$ cat src/rtl/cpu_dbg_pkg.sv
// -----------------------------------------------------------------------------
// cpu_dbg_pkg
// Shared definitions for the CPU load/debug port master.
//   CPU_ADDR_W  : width of the CPU load/debug address bus
//   CPU_DATA_W  : width of the CPU instruction / readback data bus
//   ldr_state_t : loader FSM states
//   ldr_busy()  : true while a session owns the CPU port
// -----------------------------------------------------------------------------
package cpu_dbg_pkg;

    localparam int CPU_ADDR_W = 8;
    localparam int CPU_DATA_W = 8;

    typedef enum logic [3:0] {
        IDLE    = 4'd0,
        LOAD    = 4'd1,
        PAD     = 4'd2,
        RUN     = 4'd3,
        RD_ADDR = 4'd4,
        RD_WAIT = 4'd5,
        RD_SEND = 4'd6,
        DONE    = 4'd7,
        TOUT    = 4'd8
    } ldr_state_t;

    function automatic logic ldr_busy(input ldr_state_t s);
        return (s == LOAD) || (s == PAD) || (s == RUN) ||
               (s == RD_ADDR) || (s == RD_WAIT) || (s == RD_SEND);
    endfunction

endpackage

$ cat src/rtl/dbg_timeout_cnt.sv
// -----------------------------------------------------------------------------
// dbg_timeout_cnt
// Run-phase watchdog. Counts enabled cycles since the last clear and flags the
// cycle on which the count reaches TMO_CYC-1. TMO_CYC=0 disables the flag.
// Ports:
//   clk    in  clock, rising edge
//   rst    in  synchronous reset, active-low
//   clr_i  in  zero the counter (has priority over en_i)
//   en_i   in  count this cycle
//   tc_o   out terminal count reached this cycle (qualified by en_i)
// -----------------------------------------------------------------------------
module dbg_timeout_cnt #(
    parameter int TMO_CYC = 65535
) (
    input  logic clk,
    input  logic rst,
    input  logic clr_i,
    input  logic en_i,
    output logic tc_o
);

    localparam int CW = (TMO_CYC > 1) ? $clog2(TMO_CYC) : 1;
    localparam logic [CW-1:0] TC_VAL = (TMO_CYC > 0) ? CW'(TMO_CYC - 1) : '0;

    logic [CW-1:0] cnt_q, cnt_d;

    always_comb begin
        cnt_d = cnt_q;
        if (clr_i) begin
            cnt_d = '0;
        end else if (en_i) begin
            cnt_d = cnt_q + 1'b1;
        end
    end

    always_ff @(posedge clk) begin
        if (!rst) begin
            cnt_q <= '0;
        end else begin
            cnt_q <= cnt_d;
        end
    end

    assign tc_o = (TMO_CYC != 0) && en_i && !clr_i && (cnt_q == TC_VAL);

endmodule

$ cat src/rtl/cpu_prog_loader.sv
// -----------------------------------------------------------------------------
// cpu_prog_loader
// Host-side master for the CPU load/debug port. Streams program bytes from a
// valid/ready source into CPU instruction memory (one byte per address, high
// byte of each 16-bit instruction first), pads odd-length images with 0x00,
// waits for the CPU to report completion, then reads back NUM_REG registers and
// the data-memory window DM[DM_ST..DM_ED-1] and emits them as a byte stream.
// Ports:
//   clk, rst               clock; synchronous active-low reset
//   i_start                session start pulse (honoured in IDLE/DONE/TOUT)
//   s_valid/s_data/s_last  program byte stream in; s_ready accepts
//   o_isReg/o_cpu_addr     CPU load/debug select and address
//   o_inst                 CPU instruction-memory write data
//   i_cpu_data, i_is_done  CPU readback data and run-complete flag
//   m_valid/m_data/m_ready readback byte stream out
//   o_busy                 session in progress
//   o_done/o_timeout/o_ovf sticky status until next i_start or reset
// -----------------------------------------------------------------------------
module cpu_prog_loader
    import cpu_dbg_pkg::*;
#(
    parameter int NUM_REG = 8,
    parameter int DM_ST   = 0,
    parameter int DM_ED   = 10,
    parameter int RD_LAT  = 1,
    parameter int TMO_CYC = 65535
) (
    input  logic                  clk,
    input  logic                  rst,
    input  logic                  i_start,
    input  logic                  s_valid,
    input  logic [7:0]            s_data,
    input  logic                  s_last,
    output logic                  s_ready,
    output logic                  o_isReg,
    output logic [CPU_ADDR_W-1:0] o_cpu_addr,
    output logic [CPU_DATA_W-1:0] o_inst,
    input  logic [CPU_DATA_W-1:0] i_cpu_data,
    input  logic                  i_is_done,
    output logic                  m_valid,
    output logic [7:0]            m_data,
    input  logic                  m_ready,
    output logic                  o_busy,
    output logic                  o_done,
    output logic                  o_timeout,
    output logic                  o_ovf
);

    localparam int NITEMS = NUM_REG + DM_ED - DM_ST;
    localparam int IDXW   = (NITEMS > 1) ? $clog2(NITEMS) : 1;
    localparam int LATW   = (RD_LAT > 1) ? $clog2(RD_LAT) : 1;
    localparam logic [IDXW-1:0] LAST_IDX = IDXW'(NITEMS - 1);
    localparam logic [LATW-1:0] LAT_END  = LATW'(RD_LAT - 1);

    // Parameter sanity: the DM window must be non-empty and fit the 8-bit
    // address space without wrapping, and readback needs at least one cycle
    // of latency to land in RD_WAIT.
    if ((DM_ED <= DM_ST) || (DM_ED > 256) || (DM_ST < 0)) begin : g_bad_dm_window
        $error("cpu_prog_loader: DM window [DM_ST, DM_ED) is empty or exceeds 8-bit address space");
    end
    if (RD_LAT < 1) begin : g_bad_rd_lat
        $error("cpu_prog_loader: RD_LAT must be at least 1");
    end
    if (NUM_REG < 0) begin : g_bad_num_reg
        $error("cpu_prog_loader: NUM_REG must not be negative");
    end

    // Readback item k: registers first, then the DM window.
    function automatic logic item_is_reg(input logic [IDXW-1:0] k);
        return int'(k) < NUM_REG;
    endfunction

    function automatic logic [CPU_ADDR_W-1:0] item_addr(input logic [IDXW-1:0] k);
        int a;
        if (int'(k) < NUM_REG) begin
            a = int'(k);
        end else begin
            a = DM_ST + int'(k) - NUM_REG;
        end
        return CPU_ADDR_W'(a);
    endfunction

    ldr_state_t            state_q, state_d;
    logic [8:0]            cnt_q, cnt_d;     // bytes written so far; 256 must fit
    logic [IDXW-1:0]       idx_q, idx_d;
    logic [IDXW-1:0]       idx_inc;
    logic [LATW-1:0]       lat_q, lat_d;
    logic                  isreg_q, isreg_d;
    logic [CPU_ADDR_W-1:0] addr_q, addr_d;
    logic [CPU_DATA_W-1:0] inst_q, inst_d;
    logic [7:0]            mdata_q, mdata_d;
    logic                  done_q, done_d;
    logic                  tout_q, tout_d;
    logic                  ovf_q, ovf_d;
    logic                  tmo_tc;

    assign idx_inc = idx_q + 1'b1;

    dbg_timeout_cnt #(
        .TMO_CYC (TMO_CYC)
    ) u_tmo (
        .clk   (clk),
        .rst   (rst),
        .clr_i (state_q != RUN),
        .en_i  (state_q == RUN),
        .tc_o  (tmo_tc)
    );

    always_comb begin
        state_d = state_q;
        cnt_d   = cnt_q;
        idx_d   = idx_q;
        lat_d   = lat_q;
        isreg_d = isreg_q;
        addr_d  = addr_q;
        inst_d  = inst_q;
        mdata_d = mdata_q;
        done_d  = done_q;
        tout_d  = tout_q;
        ovf_d   = ovf_q;

        case (state_q)
            IDLE, DONE, TOUT: begin
                if (i_start) begin
                    state_d = LOAD;
                    cnt_d   = '0;
                    done_d  = 1'b0;
                    tout_d  = 1'b0;
                    ovf_d   = 1'b0;
                    isreg_d = 1'b0;
                    addr_d  = '0;
                    inst_d  = '0;
                end
            end

            LOAD: begin
                // s_ready is high for the whole state, so s_valid alone
                // means a byte is taken this cycle.
                if (s_valid) begin
                    inst_d = s_data;
                    addr_d = cnt_q[7:0];
                    cnt_d  = cnt_q + 9'd1;
                    if (s_last || (cnt_q == 9'd255)) begin
                        if (!s_last) begin
                            ovf_d = 1'b1;
                        end
                        // cnt_q is the count before this byte: an even
                        // cnt_q leaves an odd image that needs a pad byte.
                        state_d = cnt_q[0] ? RUN : PAD;
                    end
                end
            end

            PAD: begin
                inst_d  = '0;
                addr_d  = cnt_q[7:0];
                cnt_d   = cnt_q + 9'd1;
                state_d = RUN;
            end

            RUN: begin
                inst_d = '0;
                // Completion beats the watchdog when both land together.
                if (i_is_done) begin
                    state_d = RD_ADDR;
                    idx_d   = '0;
                    isreg_d = item_is_reg('0);
                    addr_d  = item_addr('0);
                end else if (tmo_tc) begin
                    state_d = TOUT;
                    tout_d  = 1'b1;
                end
            end

            RD_ADDR: begin
                state_d = RD_WAIT;
                lat_d   = '0;
            end

            RD_WAIT: begin
                if (lat_q == LAT_END) begin
                    mdata_d = i_cpu_data;
                    state_d = RD_SEND;
                end else begin
                    lat_d = lat_q + 1'b1;
                end
            end

            RD_SEND: begin
                if (m_ready) begin
                    if (idx_q == LAST_IDX) begin
                        state_d = DONE;
                        done_d  = 1'b1;
                        isreg_d = 1'b0;
                        addr_d  = '0;
                    end else begin
                        state_d = RD_ADDR;
                        idx_d   = idx_inc;
                        isreg_d = item_is_reg(idx_inc);
                        addr_d  = item_addr(idx_inc);
                    end
                end
            end

            default: begin
                state_d = IDLE;
            end
        endcase
    end

    always_ff @(posedge clk) begin
        if (!rst) begin
            state_q <= IDLE;
            cnt_q   <= '0;
            idx_q   <= '0;
            lat_q   <= '0;
            isreg_q <= 1'b0;
            addr_q  <= '0;
            inst_q  <= '0;
            mdata_q <= '0;
            done_q  <= 1'b0;
            tout_q  <= 1'b0;
            ovf_q   <= 1'b0;
        end else begin
            state_q <= state_d;
            cnt_q   <= cnt_d;
            idx_q   <= idx_d;
            lat_q   <= lat_d;
            isreg_q <= isreg_d;
            addr_q  <= addr_d;
            inst_q  <= inst_d;
            mdata_q <= mdata_d;
            done_q  <= done_d;
            tout_q  <= tout_d;
            ovf_q   <= ovf_d;
        end
    end

    assign s_ready    = (state_q == LOAD);
    assign m_valid    = (state_q == RD_SEND);
    assign o_busy     = ldr_busy(state_q);
    assign o_isReg    = isreg_q;
    assign o_cpu_addr = addr_q;
    assign o_inst     = inst_q;
    assign m_data     = mdata_q;
    assign o_done     = done_q;
    assign o_timeout  = tout_q;
    assign o_ovf      = ovf_q;

endmodule

$ cat config.mk
export PLATFORM = sky130hd
export DESIGN_NAME = cpu_prog_loader
export DESIGN_NICKNAME = d
export VERILOG_FILES = /design/src/rtl/cpu_dbg_pkg.sv /design/src/rtl/dbg_timeout_cnt.sv /design/src/rtl/cpu_prog_loader.sv
export SDC_FILE = /design/constraint.sdc
export NUM_CORES = 1
export LEC_CHECK = 0
export ABC_AREA = 1
export ABC_CLOCK_PERIOD_IN_PS = 3950
export BUFFER_PORTS_ARGS = -buffer_cell sky130_fd_sc_hd__buf_4
export CAP_MARGIN = 5
export CELL_PAD_IN_SITES_DETAIL_PLACEMENT = 0
export CELL_PAD_IN_SITES_GLOBAL_PLACEMENT = 1
export CORE_MARGIN = 5
export CORE_UTILIZATION = 35
export DETAILED_ROUTE_END_ITERATION = 6
export PLACE_DENSITY_LB_ADDON = 0.1
export SLEW_MARGIN = 40
export SYNTH_ARGS = -nofsm -noshare
export SYNTH_HDL_FRONTEND = slang
export SYNTH_SLANG_ARGS = --single-unit
$ cat constraint.sdc
create_clock -name clk -period 3.95 [get_ports clk]
set_clock_uncertainty 0.2 [all_clocks]
set_input_delay 0.79 -clock clk [delete_from_list [all_inputs] [get_ports clk]]
set_output_delay 0.79 -clock clk [all_outputs]
set_load 0.03 [all_outputs]
==> results of run 1 <==
==> per-layer routing <==
layer	wire length, µm	up-vias	GRT usage
met1	3965	1288	0.2017
met4	91	0	0.05273
li1	-	1546	-
met2	3723	50	0.2327
met5	0	-	0
met3	266	10	0.02297
==> final cells by class <==
type | count | area [µm²]
Tap cell | 108 | 135.1
Fill cell | 922 | 4855
Timing Repair Buffer | 53 | 397.9
Multi-Input combinational cell | 325 | 1634
Inverter | 51 | 193.9
Clock buffer | 11 | 151.4
Sequential cell | 62 | 1241
Clock inverter | 4 | 70.07
==> critical path, cell delays in order (launching register included) <==
cell and delay (ps):
dfxtp_1 390, inv_1 80, nor2_1 100, nand2_1 140, inv_1 320, buf_4 230
==> through the flow <==
stage,hold slack (ps),total power [mW]
floorplan,229.7,1.381
global placement,252.0,1.607
detailed placement,256.2,1.608
CTS,266.2,2.253
global route,283.8,2.366
finish,262.9,2.223
==> flip-flops by register name, summed over array words and instances, names as in the netlist <==
register / flops
o_ovf: 1
m_data: 8
o_done: 1
o_isReg: 1
o_inst: 8
u_tmo.cnt_q: 16
o_timeout: 1
idx_q: 5
state_q: 4
o_cpu_addr: 8
cnt_q: 9
==> layout by cell type (no fill, tap or decap) <==
master and count:
clkinv_2 2, nand2_8 1, o21a_1 1, nor2_4 4
a21oi_1 45, nand3_4 1, nor3_2 1, nand2_4 4
xor2_1 2, nand3_2 1, nor3b_1 1, inv_1 44
nor2_1 63, nor3_1 2, nand3_1 23, clkinv_1 1
or2_0 1, xnor2_1 4, or2_2 1, o22ai_1 2
o21ai_0 20, buf_4 53, o21ai_2 1, o21ai_4 1
nor2_2 5, ha_1 6, dfxtp_1 62, inv_4 1
nand2_1 112, o21ai_1 1, nand3b_1 1, nand4_1 15
bufinv_16 2, inv_2 5, clkbuf_8 11, nand2_2 4
a21oi_4 1, o211ai_1 1
==> power breakdown <==
group | internal (mW) | switching (mW) | total [mW] | leakage [nW]
clock network | 0.384 | 0.252 | 0.637 | 0.115
registers | 0.678 | 0.0427 | 0.721 | 0.501
logic | 0.259 | 0.606 | 0.865 | 0.940
==> how the worst max path moves through the flow <==
stage	end	cells after the start	startpoint	slack, ps
floorplan	o_busy	3	state_q[2]	1760
global placement	o_timeout	6	i_start	1670
detailed placement	o_timeout	6	i_start	1610
CTS	s_ready	5	state_q[0]	1330
global route	s_ready	5	state_q[0]	1240
finish	s_ready	5	state_q[0]	1360
==> logic make-up (layout without fill, tap and decap cells) <==
group / after synthesis / in the layout
AND/OR/NAND/NOR: 240 / 240
adder cells (fa/ha/maj): 6 / 6
AO/OA/AOI/OAI: 73 / 73
flip-flops: 62 / 62
XOR/XNOR: 6 / 6
buffers and inverters: 57 / 119
==> summary.txt, run 1 <==
Setup path
  – R2R cell count: 11
  – Worst Path Max Fanout: 12
  – CP startpoint kind: flop
  – FF-to-FF End: state_q[3]
  – CP Class: reg2out
  – Worst setup EP type: primary output
  – Reg-to-reg slack, setup: approximately 1800 ps
  – Critical Path RT: ~3000 ps
  – Worst r2r src: cnt_q[0]
  – Critical Path AT: 1600 ps

Clock network
  – CTS Buf Count: 9
  – H-tree levels: 3
  – Sink Count: 62
  – Post-CTS Setup Inserts: 0
  – Clock root buffer: clkbuf_8
  – Later-pin clock latency in the skew report: 340 ps
  – Hold Buf Count CTS: 0
  – CTS tree: done
  – Clock transition at path regs: about 70 ps
  – PostCTS Resize Cnt: 0
  – CTS Buffer Depth: 2

Die
  – Die Wd: between 100 and 150 µm
  – Num ports: 54
  – Die height: around 100 µm
  – Core ar.: 0.008678 mm²
  – Rows: 34
  – Initial Util: 0.3574
  – Die area: approximately 0.011 mm²

GRT
  – Number of global-route vias before repair: between 2k and 3k
  – First-pass GRT wire length: approximately 13000 µm
  – Largest net degree at the start of global routing: 29
  – Total track usage: 0.1469
  – Total gr overflow: 0
  – Initial antenna violation count: 0

Route
  – First drt pass iteration count: 4
  – Initial drt markers: 80
  – Antenna-violating nets left: 0
  – DR WL/cell: roughly 13 µm
  – Via density: approximately 4.7
  – DRC: 0
  – Via Count: between 2k and 3k
  – Total wire length: 8046 µm

Synth
  – Area leader, netlist: dfxtp_1
  – Adder-Cell Fraction of Synth Area: 0.02420
  – Post-synthesis mux area share: 0
  – Most frequent cell after synthesis: nand2_1
  – Largest family of logic cells by synthesized area: simple AND/OR/NAND/NOR gates
  – Top FF cell, synth: dfxtp_1
  – Sequential area share after synthesis: 0.4002
  – Synth cell count leaders: 112 x nand2_1, 63 x nor2_1, 62 x dfxtp_1
  – Top post-synthesis cells by area: dfxtp_1 40%, nand2_1 14%, nor2_1 7.6%, a21oi_1 7.3%, inv_1 5.3%
  – Synth Cell Area: about 0.0031 mm²
  – Synth Instances: between 400 and 500
  – Avg Inst Size Synth: 6.986 µm²
  – Synth Area in Compound Gates: 0.1287
  – Synth top area share: 0.4002
  – Xor/xnor share of the synthesized area: 0.01694
  – EDFF count, synth: 0
  – Number of warning messages in the yosys log: 0
  – Syn nets: ~470
  – Synth cell types: 37
  – Synth Area in Simple Gates: 0.3570
  – Yosys reg bits: 62
  – Synth async-reset ratio: 0

Power and ir drop
  – Pwr Density: 581.3 mW/mm²
  – Peak VDD IR: 0.2010 mV
  – Leak: between 1.5 and 2 nW

Finish
  – Area Overhead vs Synth: 23.28%
  – Final Core Density: 0.4406
  – Design area: about 0.0038 mm²
  – Antenna Cells: 0
  – Fraction of layout cells with a size suffix above 1: 0.1957
  – Nets@finish: 531
  – Fin cells: around 610

Placement
  – HPWL Detailed: about 6000 µm
  – Placed Instance Area: 0.003602 mm²
  – Placed Cells: approximately 600
  – Port Buffers: 53
  – Pre-CTS WS: ~1600 ps
  – GPL Wtd Cong: between 0.8 and 0.9

Timing
  – Fin crit period: 2590 ps
  – Fin crit share: 0.6557
  – Fmax: about 0.39 GHz
  – Slew margin rel.: 0.6377
  – Final Max Slew Viols: 0
  – Least-Margin Pin Slew: roughly 540 ps
  – Final worst-path setup slack: 1360 ps
  – Setup violators final: 0
  – Final setup TNS: 0 ps
  – RSZ-0062 raised after global routing: false
  – Hold Fails Final Rpt: 0

Worst hold path
  – Hold Crit Endpoint: o_cpu_addr[6]
  – Hold Crit Class: reg2reg
  – Hold path depth: 2
  – Hold Path Origin: o_cpu_addr[6]

Job
  – MaxCap Viol Count: 0

Outcome
  – Status: completed
(Power assumes the default switching activity.)
==> run 2, diff against run 1 <==
ABC_CLOCK_PERIOD_IN_PS = 2200   (was 3950)
clock period = 2.2 ns   (was 3.95 ns; I/O delays follow)
==> summary.txt, run 2 (synthesized netlist as in run 1, its figures left out) <==
Clock network
  – CTS tree: done (unchanged)
  – Later-pin clock latency in the skew report: 340 ps (about the same)
  – CTS Buffer Depth: 2 (unchanged)
  – Sink Count: 62 (unchanged)
  – Hold Buf Count CTS: 0 (unchanged)
  – CTS Buf Count: 9 (unchanged)
  – Post-CTS Setup Inserts: 0 (unchanged)
  – Clock transition at path regs: 70 ps (about the same)
  – H-tree levels: 3 (unchanged)
  – Clock root buffer: clkbuf_8 (unchanged)

GRT
  – Number of global-route vias before repair: 2806 (was 2718)
  – First-pass GRT wire length: 12990 µm (was 13220 µm)
  – Total track usage: 0.1439 (was 0.1469)
  – Total gr overflow: 0 (unchanged)
  – Initial antenna violation count: 0 (unchanged)
  – Largest net degree at the start of global routing: 28 (was 29)

Setup path
  – Worst Path Max Fanout: 4 (was 12)
  – Crit path max-delay cell type: dfxtp_1 (unchanged)
  – CP Class: reg2out (unchanged)
  – Critical Path RT: 1560 ps (was 2960 ps)
  – CP startpoint kind: flop (unchanged)
  – Worst setup EP type: primary output (unchanged)
  – Critical Path AT: 1420 ps (was 1600 ps)
  – CP peak stage delay: 400 ps (was 390 ps)
  – Worst path cell trace: inv_2 -> nor2_1 -> nand2_1 -> o21ai_0 -> buf_4 (was inv_1 -> nor2_1 -> nand2_1 -> inv_1 -> buf_4)

Finish
  – Max FFs per register: 16 (unchanged)
  – Antenna Cells: 0 (unchanged)
  – Nets@finish: 536 (was 531)
  – Largest registers: u_tmo.cnt_q: 16 flops, cnt_q: 9 flops (unchanged)
  – Fill cell count: 952 (was 922)
  – Commonest non-fill, non-tap cell in the layout: nand2_1 (unchanged)
  – Final Core Density: 0.4438 (was 0.4406)
  – Largest reg by FF count: u_tmo.cnt_q (unchanged)
  – Most frequent cells in the layout: 112 x nand2_1, 63 x nor2_1, 59 x dfxtp_1 (was 112 x nand2_1, 63 x nor2_1, 62 x dfxtp_1)
  – Fraction of layout cells with a size suffix above 1: 0.2168 (was 0.1957)
  – Area Overhead vs Synth: 24.16% (was 23.28%)

Power and ir drop
  – Total chip power: 3.872 mW (was 2.223 mW)
  – Pwr Density: 1006 mW/mm² (was 581.3 mW/mm²)
  – Peak VDD IR: 0.4481 mV (was 0.2010 mV)
  – Leak: 1.551 nW (was 1.557 nW)

Route
  – Highest Signal Layer: met4 (unchanged)
  – Via Count: 2906 (was 2894)
  – DR WL/cell: 12.66 µm (was 13.10 µm)
  – First drt pass iteration count: 4 (unchanged)
  – Met3 wire len: 281 µm (was 266 µm)
  – Wire length on met1: 3740 µm (was 3965 µm)
  – Routed wl met2: 3728 µm (was 3723 µm)
  – Via density: 4.687 (was 4.713)
  – Antenna-violating nets left: 0 (unchanged)
  – Initial drt markers: 71 (was 80)
  – DRC: 0 (unchanged)
  – Total wire length: 7849 µm (was 8046 µm)

Die
  – Die Wd: 104.1 µm (unchanged)
  – Die height: 104.1 µm (unchanged)
  – Num ports: 54 (unchanged)
  – Initial Util: 0.3574 (unchanged)
  – Core ar.: 0.008678 mm² (unchanged)
  – Rows: 34 (unchanged)
  – Die area: 0.01085 mm² (unchanged)

Timing
  – Slew margin rel.: 0.7355 (was 0.6377)
  – Final Max Slew Viols: 0 (unchanged)
  – Final setup TNS: 0 ps (unchanged)
  – Setup violators final: 0 (unchanged)
  – Least-Margin Pin Slew: 395.2 ps (was 542.7 ps)
  – Fin Hold WS: 118.3 ps (was 262.9 ps)
  – Fin crit period: 2057 ps
  – RSZ-0062 raised after global routing: true (was false)
  – Fmax: about 0.49 GHz
  – Fin crit share: 0.9352
  – Hold Fails Final Rpt: 0 (unchanged)

Job
  – MaxCap Viol Count: 0 (unchanged)

Outcome
  – Status: completed (unchanged)

Placement
  – Port Buffers: 53 (unchanged)
  – GPL Wtd Cong: 0.8484 (was 0.8122)
  – HPWL Detailed: 5922 µm (was 6018 µm)

Worst hold path
  – Hold Crit Class: in2reg (was reg2reg)
-- run 2: cell types whose count changed in the layout (fill, tap and decap cells not counted), sizes merged --
cell,delta
buf,+5
clkinvlp,+4
bufinv,-2
clkinv,-2
clkbuf,+1
-- run 2: metal layers --
metal,track usage,vias up
li1,-,1559
met1,0.1814,1297
met2,0.2404,41
met3,0.03600,9
met4,0.04533,0
met5,0,-
-- run 2: worst paths after layout --
path,slack [ps],end,depth (start not counted),start
hold / removal,120,m_data[7],3,i_cpu_data[7]
setup / recovery,140,o_busy,5,state_q[2]
hold reg to reg,260,o_done,2,o_done
setup reg to reg,160,state_q[0],11,cnt_q[0]
-- run 2: power breakdown --
| group | total [mW] | switching (mW) | leakage, nW | internal [mW] |
|---|---|---|---|---|
| clock network | 0.971 | 0.470 | 0.0869 | 0.501 |
| registers | 1.29 | 0.0729 | 0.503 | 1.22 |
| logic | 1.61 | 1.11 | 0.962 | 0.500 |
-- run 2: cell type report --
type                            count  area [µm²]  area share
Multi-Input combinational cell    325        1647      0.4276
Inverter                           51       193.9     0.05036
Clock buffer                       12       165.2     0.04288
Tap cell                          108       135.1     0.03509
Clock inverter                      4       30.03    0.007797
Sequential cell                    62        1245      0.3233
Timing Repair Buffer               58       435.4      0.1131
-- run 2: metrics by stage --
| step | cell area (µm²) | std cells | setup slack, ps |
|---|---|---|---|
| 2_1_floorplan | 3102 | 444 | 275.7 |
| 3_3_place_gp | 3640 | 604 | 91.08 |
| 3_5_place_dp | 3640 | 604 | -11.52 |
| 4_1_cts | 3840 | 620 | 36.59 |
| 5_1_grt | 3851 | 620 | -36.07 |
| 6_report | 3851 | 620 | 142.6 |
-- run 2: critical path, delay by kind of cell (launching register included) --
family / cells / cell delay [ps]
flops: 1 / 400
compound gates: 1 / 120
buf+inv: 2 / 290
simple gates: 2 / 280
-- run 2: timing repair --
| action | CTS | global route |
|---|---|---|
| pin swaps | 0 | 3 |
| resized for setup | 1 | 6 |
| gates cloned | 0 | 0 |
| endpoints found under the hold margin | 0 | 0 |
| setup endpoints to repair | 2 | 5 |
